===== src/rtl/apb_pkg.sv =====
// Shared APB types: FSM state encoding, default bus widths, response record
// and the watchdog counter width helper.
package apb_pkg;

  localparam int unsigned APB_ADDR_W = 32;
  localparam int unsigned APB_DATA_W = 32;

  typedef enum logic [1:0] {
    IDLE   = 2'd0,
    SETUP  = 2'd1,
    ACCESS = 2'd2
  } apb_state_t;

  // One completed (or aborted) transfer as seen by the requester.
  typedef struct packed {
    logic [APB_DATA_W-1:0] rdata;
    logic                  slverr;
    logic                  timeout;
  } apb_rsp_t;

  // Width of a counter that must hold 0..timeout; a disabled watchdog
  // (timeout == 0) still gets a 1-bit counter so no zero-width vector exists.
  function automatic int unsigned wd_cnt_w(input int unsigned timeout);
    return (timeout == 0) ? 1 : $clog2(timeout + 1);
  endfunction

endpackage


===== src/rtl/apb_wait_watchdog.sv =====
// Wait-state watchdog: counts ACCESS cycles that ended with pready low and
// flags the cycle in which one more wait would exceed the TIMEOUT budget.
module apb_wait_watchdog
  import apb_pkg::*;
#(
  parameter int unsigned TIMEOUT = 16
) (
  input  logic clk_i,
  input  logic rst_ni,
  input  logic clear_i,
  input  logic count_i,
  output logic expired_o
);

  localparam int unsigned         CNT_W   = wd_cnt_w(TIMEOUT);
  localparam logic [CNT_W-1:0]    CNT_MAX = CNT_W'(TIMEOUT);
  // Count value while in the TIMEOUT-th ACCESS cycle (all earlier ones waited).
  localparam logic [CNT_W-1:0]    LAST    = CNT_W'(TIMEOUT - 1);

  logic [CNT_W-1:0] cnt_q, cnt_d;

  // Next count: clear wins, otherwise saturating increment.
  always_comb begin
    // NOTE: every always_comb output gets a default first so no path leaves it unassigned (no latch).
    cnt_d = cnt_q;
    if (clear_i) begin
      cnt_d = '0;
    end else if (count_i && (cnt_q != CNT_MAX)) begin
      cnt_d = cnt_q + CNT_W'(1);
    end
  end

  // Counter register with synchronous reset.
  always_ff @(posedge clk_i) begin
    // NOTE: sequential state uses <= so all flops update from pre-edge values, independent of statement order.
    if (!rst_ni) begin
      cnt_q <= '0;
    end else begin
      cnt_q <= cnt_d;
    end
  end

  assign expired_o = (TIMEOUT != 0) && (cnt_q >= LAST);

endmodule


===== src/rtl/apb_master_bridge.sv =====
// APB3 requester: turns a valid/ready command into one SETUP/ACCESS transfer
// and returns a single-cycle response, with a wait-state watchdog abort.
module apb_master_bridge
  import apb_pkg::*;
#(
  parameter int unsigned ADDR_W  = APB_ADDR_W,
  parameter int unsigned DATA_W  = APB_DATA_W,
  parameter int unsigned TIMEOUT = 16
) (
  input  logic              pclk,
  input  logic              presetn,
  input  logic              cmd_valid,
  output logic              cmd_ready,
  input  logic              cmd_write,
  input  logic [ADDR_W-1:0] cmd_addr,
  input  logic [DATA_W-1:0] cmd_wdata,
  output logic              rsp_valid,
  output logic [DATA_W-1:0] rsp_rdata,
  output logic              rsp_slverr,
  output logic              rsp_timeout,
  output logic              psel,
  output logic              penable,
  output logic              pwrite,
  output logic [ADDR_W-1:0] paddr,
  output logic [DATA_W-1:0] pwdata,
  input  logic [DATA_W-1:0] prdata,
  input  logic              pready,
  input  logic              pslverr
);

  apb_state_t        state_q, state_d;
  logic              psel_q, psel_d;
  logic              penable_q, penable_d;
  logic              pwrite_q, pwrite_d;
  logic [ADDR_W-1:0] paddr_q, paddr_d;
  logic [DATA_W-1:0] pwdata_q, pwdata_d;
  logic              rsp_valid_q, rsp_valid_d;
  logic [DATA_W-1:0] rsp_rdata_q, rsp_rdata_d;
  logic              rsp_slverr_q, rsp_slverr_d;
  logic              rsp_timeout_q, rsp_timeout_d;
  logic              wd_clear, wd_count, wd_expired;

  apb_wait_watchdog #(
    .TIMEOUT(TIMEOUT)
  ) u_watchdog (
    .clk_i    (pclk),
    .rst_ni   (presetn),
    .clear_i  (wd_clear),
    .count_i  (wd_count),
    .expired_o(wd_expired)
  );

  // Next state, registered APB outputs and response fields.
  always_comb begin
    state_d       = state_q;
    pwrite_d      = pwrite_q;
    paddr_d       = paddr_q;
    pwdata_d      = pwdata_q;
    rsp_valid_d   = 1'b0;
    rsp_rdata_d   = rsp_rdata_q;
    rsp_slverr_d  = rsp_slverr_q;
    rsp_timeout_d = rsp_timeout_q;
    wd_clear      = 1'b0;
    wd_count      = 1'b0;

    unique case (state_q)
      IDLE: begin
        if (cmd_valid) begin
          pwrite_d = cmd_write;
          paddr_d  = cmd_addr;
          pwdata_d = cmd_wdata;
          state_d  = SETUP;
        end
      end
      SETUP: begin
        wd_clear = 1'b1;
        state_d  = ACCESS;
      end
      ACCESS: begin
        // Ready takes priority over an expiring watchdog in the same cycle.
        if (pready) begin
          state_d       = IDLE;
          rsp_valid_d   = 1'b1;
          rsp_rdata_d   = pwrite_q ? '0 : prdata;
          rsp_slverr_d  = pslverr;
          rsp_timeout_d = 1'b0;
        end else if (wd_expired) begin
          state_d       = IDLE;
          rsp_valid_d   = 1'b1;
          rsp_rdata_d   = '0;
          rsp_slverr_d  = 1'b0;
          rsp_timeout_d = 1'b1;
        end else begin
          wd_count = 1'b1;
        end
      end
      default: state_d = IDLE;
    endcase

    psel_d    = (state_d != IDLE);
    penable_d = (state_d == ACCESS);
  end

  // State and output registers; reset abandons any transfer in flight.
  always_ff @(posedge pclk) begin
    if (!presetn) begin
      state_q       <= IDLE;
      psel_q        <= 1'b0;
      penable_q     <= 1'b0;
      pwrite_q      <= 1'b0;
      paddr_q       <= '0;
      pwdata_q      <= '0;
      rsp_valid_q   <= 1'b0;
      rsp_rdata_q   <= '0;
      rsp_slverr_q  <= 1'b0;
      rsp_timeout_q <= 1'b0;
    end else begin
      state_q       <= state_d;
      psel_q        <= psel_d;
      penable_q     <= penable_d;
      pwrite_q      <= pwrite_d;
      paddr_q       <= paddr_d;
      pwdata_q      <= pwdata_d;
      rsp_valid_q   <= rsp_valid_d;
      rsp_rdata_q   <= rsp_rdata_d;
      rsp_slverr_q  <= rsp_slverr_d;
      rsp_timeout_q <= rsp_timeout_d;
    end
  end

  assign cmd_ready   = (state_q == IDLE);
  assign psel        = psel_q;
  assign penable     = penable_q;
  assign pwrite      = pwrite_q;
  assign paddr       = paddr_q;
  assign pwdata      = pwdata_q;
  assign rsp_valid   = rsp_valid_q;
  assign rsp_rdata   = rsp_rdata_q;
  assign rsp_slverr  = rsp_slverr_q;
  assign rsp_timeout = rsp_timeout_q;

endmodule


===== config.mk =====
export PLATFORM = sky130hd
export DESIGN_NAME = apb_master_bridge
export DESIGN_NICKNAME = d
export VERILOG_FILES = /design/src/rtl/apb_pkg.sv /design/src/rtl/apb_wait_watchdog.sv /design/src/rtl/apb_master_bridge.sv
export SDC_FILE = /design/constraint.sdc
export NUM_CORES = 1
export LEC_CHECK = 0
export CAP_MARGIN = 5
export CORE_MARGIN = 5
export CORE_UTILIZATION = 40
export CTS_CLUSTER_DIAMETER = 30
export DETAILED_ROUTE_END_ITERATION = 16
export PLACE_DENSITY = 0.79
export RECOVER_POWER = 100
export SYNTH_ARGS = -nofsm -noshare
export SYNTH_HDL_FRONTEND = slang
export SYNTH_HIERARCHICAL = 1
export SYNTH_SLANG_ARGS = --single-unit
export TNS_END_PERCENT = 10

===== constraint.sdc =====
create_clock -name pclk -period 2.95 [get_ports pclk]
set_input_delay 0.295 -clock pclk [delete_from_list [all_inputs] [get_ports pclk]]
set_output_delay 0.295 -clock pclk [all_outputs]
set_load 0.005 [all_outputs]

==> impl_metrics.yaml, run 1 <==
yosys:
  synth_top_area_share_pct: 51.8
  synth_cell_types: 29
  yosysWarnings: 6
  synthTopCellsByArea: "dfxtp_1, nand2_1, nand3_1"
  syn_nets: 605
  seq_area_frac_synth_pct: 51.8
  synth_top_area_cell: "dfxtp_1"
  yosys_register_bits: 109
  syn-cell-area_um2: 4210
  avgSynthCellArea_um2: 8.43
  syn_inst: 500
cts:
  cts_setup_buffers: 0
  cts_hold_buffers: 0
  post_cts_resized: 0
  clk_latency_ps: 360
  cts.htree.levels: 3
  cts_buffer_depth: 2
  clkSlewWorstSetupHoldPaths_ps: 100
  clock_sinks: 109
  cts_tree: "yes"
  cts_root_buf: "clkbuf_8"
  cts_buffers: 9
sta:
  finalCritPeriodShare_pct: 84.2
  fmax_mhz: 403
  layout_setup_ws_ps: 466
  finalSetupTns_ps: 0
  skew_ps: 10.7
  rsz0062_at_grt: "false"
  worst_slew_pin_slew_ps: 1180
  relSlewSlack_pct: 21.1
  setup_viol: 0
  slew_viol_final: 0
  final_hold_viol_count: 0
  fin_crit_ps: 2480
global_routing:
  groute.usage.overall_pct: 18.5
  grt_overflow: 0
  grt_max_degree: 132
  antenna_found_initial: 0
  grt_pass1_wl_um: 19500
  grt_pass1_vias: 3965
layout:
  antennaDiodeCount: 0
  ff_latch_area_um2: 2180
  finalNonFillerCells: 815
  final_core_util_pct: 62.9
  fillers: 914
  multi_input_area_um2: 1790
  nNetsFinal: 779
  syn2layout_area_growth_pct: 53.5
  layout-drive-gt1-share_pct: 5.01
pwr:
  powerDensity_nw_per_um2: 458
  p_leak_uw: 0.00262
  power_uw: 2960
  vdd_ir_drop_max_v: 0.000341
critical_path:
  crit_buf_inv: 0
  crit_chain: "ha_1 > and3_1 > ha_1 > nor2_1 > nand2_1 > or2_0 > and2_1 > o21ai_0"
  end_kind: "flop"
  cp.required_ps: 3150
  slowest_delay_ps: 930
  worstSetupPathType: "reg -> reg"
  cp.arrival_ps: 2690
  critPathLaunchType: "flop"
  cp.depth: 8
  critical_path.max_fanout: 33
  reg2reg_depth: 8
  critPathTopFamily: "simple AND/OR/NAND/NOR gates"
  crit_path_frequent_cell: "ha_1"
  cp_slowest_cell: "and2_1"
run_status:
  status: "completed"
die:
  io_pins: 205
  row_count: 37
  start_util_pct: 41.0
  fp.dieW_um: 113
  die_y_um: 113
  die_area_um2: 12700
  core-area_um2: 10300
detailed_routing:
  drt-initial-drc-count: 249
  drt_wl_total_um: 12400
  post-route-drc-count: 0
  wl_per_cell_um: 15.2
  drtPass1Iterations: 6
  drt-vias-per-instance: 5.08
  ant_nets: 0
  vias: 4143
placed_design:
  numPlacedInstances: 799
  place.port_buffers: 204
  gp_congestion: 0.800
  dpl.hpwl_um: 9100
  post-place-ws_ps: 496
worst_hold_path:
  hp-class: "in -> reg"
  hold_path_depth: 2
flow_run:
  maxCapViolCount: 0
## cells by family (layout without fill, tap and decap cells)
| group | count (synthesis) | after routing | share of synthesized area (%) |
|---|---|---|---|
| compound gates | 141 | 141 | 20.2 |
| xor+xnor | 1 | 1 | 0.208 |
| fa+ha+maj | 3 | 3 | 0.891 |
| buf+inv | 54 | 233 | 5.94 |
| flops | 109 | 109 | 51.8 |
| simple gates | 192 | 192 | 21.0 |
## cell usage in the layout, fill, tap and decap left out, types with 3 or more instances in the layout
cell type	instances
ha_1	3
nand2_1	101
a31o_1	29
clkdlybuf4s50_1	100
a31o_2	3
dfxtp_1	109
nand4_1	3
dlygate4sd3_1	103
clkbuf_8	9
a21oi_1	35
o21a_1	3
nor2_1	7
buf_4	7
o21ai_0	68
nand3_1	67
inv_1	5
## sequential cells by signal, indices dropped and copies added, names as in the netlist
register	flops
rsp_valid	1
paddr	32
pwrite	1
psel	1
penable	1
pwdata	32
rsp_slverr	1
state_q	2
rsp_rdata	32
u_watchdog/cnt_q	5
rsp_timeout	1
## area by class of cell
cell class	count	area share, %
clock inverters	7	1.28
flip-flops and latches	109	33.7
multi-input cells	337	27.7
repair buffers	212	32.4
clock buffers	9	1.92
well taps	136	2.63
inverters	5	0.290
## worst register-to-register path: stages, from the launching register on
cell and delay [ps]:
dfxtp_1 400, ha_1 200, and3_1 160, ha_1 130, nor2_1 40, nand2_1 120
or2_0 150, and2_1 930, o21ai_0 210
## layer usage
layer	track usage [%]	share of wire, %	routed length, um
met1	21.3	40	4900
met2	31.7	49	6060
met4	7.13	2.6	316
met5	0	0	0
met3	6.42	8.9	1100
## synth_stat cells
cell type and count:
a211oi_1 1, a21oi_1 35, a311oi_2 1, a31o_1 29, a31o_2 3, a32oi_1 1
and2_1 2, and3_1 2, and4bb_1 1, buf_1 2, buf_2 14, buf_6 4
clkbuf_1 29, dfxtp_1 109, ha_1 3, inv_1 5, nand2_1 101, nand2b_1 1
nand3_1 67, nand4_1 3, nand4bb_4 1, nor2_1 8, nor2b_1 3, nor3b_2 2
o21a_1 3, o21ai_0 62, o21ai_1 6, or2_1 1, xor2_1 1
## final timing paths
path	startpoint	endpoint	slack (ps)
min reg2reg	pwdata[5]	pwdata[5]	460
max	u_watchdog/cnt_q[0]	rsp_slverr	470
max reg2reg	u_watchdog/cnt_q[0]	rsp_slverr	470
min	presetn	state_q[1]	430
## stage by stage
stage	hold WS (ps)	cell area (um^2)
5_1_grt	425	6470
6_report	427	6470
3_5_place_dp	444	6270
4_1_cts	404	6480
3_3_place_gp	436	6270
2_1_floorplan	387	4210
## where the power goes
part	switching (uW)	internal, uW
Combinational	202	253
Sequential	35.9	1540
Clock	522	406
(Power assumes the default switching activity.)
==> run 2: changes to the inputs <==
- CORE_UTILIZATION: 40 -> 37
- PLACE_DENSITY: 0.79 -> 0.77
- clock period: 2.95 -> 2.15 ns (I/O delays scaled with it)
==> run 2 against run 1 <==
Compared with the run above:
- first-iteration DRC count up 26%
- combinational power rose by 38%
- power rose by 49%
- critical endpoint is now rsp_rdata[22]
- highest routed layer unchanged
- clock power grew 73%
- maximum frequency grew 24%
- non-clock buffer count grew 3
- sequential power up 37%
- hold slack worse by 160 ps
- via count fell by 0.75%
- utilization decreased by 4.4 points
- die area is 7.4% higher
==> impl_metrics.yaml, run 2 (same netlist as run 1, synthesis figures left out) <==
critical_path:
  end_kind: "flop"
  critical_path.max_fanout: 14
  cp.arrival_ps: 2240
  slowest_delay_ps: 350
  critPathTopFamily: "simple AND/OR/NAND/NOR gates"
  cp.required_ps: 2390
  crit_buf_inv: 1
  worstSetupPathType: "reg -> reg"
  critPathLaunchType: "flop"
  cp_slowest_cell: "dfxtp_2"
  crit_chain: "ha_2 > and3_1 > ha_1 > nor2_1 > nand2_1 > or2_1 > and2_1 > buf_2 > a31o_1"
detailed_routing:
  drt_wl_total_um: 12100
  drtPass1Iterations: 4
  drt-vias-per-instance: 4.98
  drt-initial-drc-count: 314
  wl_per_cell_um: 14.7
  vias: 4112
  ant_nets: 0
  post-route-drc-count: 0
sta:
  fin_crit_ps: 2000
  finalCritPeriodShare_pct: 93.0
  relSlewSlack_pct: 48.2
  skew_ps: 9.75
  final_hold_viol_count: 0
  finalSetupTns_ps: 0
  fmax_mhz: 500
  worst_slew_pin_slew_ps: 777
  setup_viol: 0
  rsz0062_at_grt: "false"
  slew_viol_final: 0
  fin_hold_ws_ps: 271
cts:
  cts_tree: "yes"
  cts_buffer_depth: 2
  clk_latency_ps: 340
  cts_setup_buffers: 0
  cts.htree.levels: 3
  post_cts_resized: 0
  cts_buffers: 9
  cts_hold_buffers: 0
  clock_sinks: 109
  clkSlewWorstSetupHoldPaths_ps: 80
  cts_root_buf: "clkbuf_16"
global_routing:
  grt_max_degree: 89
  grt_pass1_vias: 3897
  grt_pass1_wl_um: 19100
  grt_overflow: 0
  groute.usage.overall_pct: 17.2
  antenna_found_initial: 0
layout:
  syn2layout_area_growth_pct: 56.5
  nNetsFinal: 782
  layout-drive-gt1-share_pct: 5.57
  layout_commonest_cell: "dfxtp_1"
  final_core_util_pct: 58.5
  antennaDiodeCount: 0
  final_cell_mix: "dfxtp_1, dlygate4sd3_1, nand2_1"
pwr:
  switching_power_uw: 1120
  pwr-share-seq_pct: 49.1
  powerDensity_nw_per_um2: 668
  p_int_uw: 3290
  clock_power_share_pct: 36.6
  switching_share_pct: 25.4
  power_frac_comb_pct: 14.3
  p_leak_uw: 0.00267
  vdd_ir_drop_max_v: 0.000489
die:
  io_pins: 205
  row_count: 39
  start_util_pct: 37.4
  die_y_um: 117
  core-area_um2: 11300
  die_area_um2: 13600
  fp.dieW_um: 117
flow_run:
  maxCapViolCount: 0
run_status:
  status: "completed"
placed_design:
  gp_congestion: 0.751
  dpl.hpwl_um: 8900
  place.port_buffers: 204
worst_hold_path:
  hp-class: "in -> reg"
[run 2: cell types whose count changed in the layout (fill, tap and decap cells not counted), moves of 2 or more]
cell,change
clkinv_4,-2
inv_6,+2
buf_12,+2
nor3b_1,+2
clkbuf_16,+9
clkbuf_8,-9
dfxtp_1,-2
dfxtp_2,+2
[run 2: power by group through the flow]
stage | combinational [uW] | sequential, uW | clock, uW
finish | 628 | 2160 | 1610
global route | 689 | 2180 | 1760
CTS | 680 | 2170 | 1660
detailed placement | 676 | 2220 | 0
global placement | 664 | 2210 | 0
floorplan | 229 | 2220 | 0
[run 2: worst min-delay path, cell delays in order]
cell	delay [ps]
buf_4	220
inv_1	80
a211oi_1	40
[run 2: final timing paths]
| kind | endpoint | cells past startpoint | start | slack [ps] |
|---|---|---|---|---|
| setup / recovery | rsp_rdata[22] | 9 | u_watchdog/cnt_q[0] | 150 |
| hold / removal | rsp_timeout | 3 | presetn | 270 |
| setup reg to reg | rsp_rdata[22] | 9 | u_watchdog/cnt_q[0] | 150 |
| hold reg to reg | pwdata[8] | 2 | pwdata[8] | 450 |
[run 2: layout make-up]
cell class	count	area, um^2
timing repair buffer	215	2140
sequential	109	2180
clock buffer	9	225
clock inverter	7	66.3
inverter	5	18.8
tap	143	179
multi-input combinational	337	1780
fill	973	4680
[run 2: metal layers]
metal  vias up  GRT usage, %  part of all wire, %
li1       2079             -                    -
met1      1877          20.9                   41
met2       140          29.3                   49
met3        16          5.85                  8.3
met4         0          4.51                  1.6
met5         -             0                    0
[run 2: stage by stage]
step | instances | total power (uW) | area [um^2] | worst slack, ps
floorplan | 500 | 2450 | 4210 | 82.3
global placement | 809 | 2880 | 6330 | 119
detailed placement | 809 | 2890 | 6330 | 95.0
CTS | 825 | 4510 | 6620 | 81.4
global route | 825 | 4630 | 6590 | 8.82
finish | 825 | 4400 | 6590 | 151
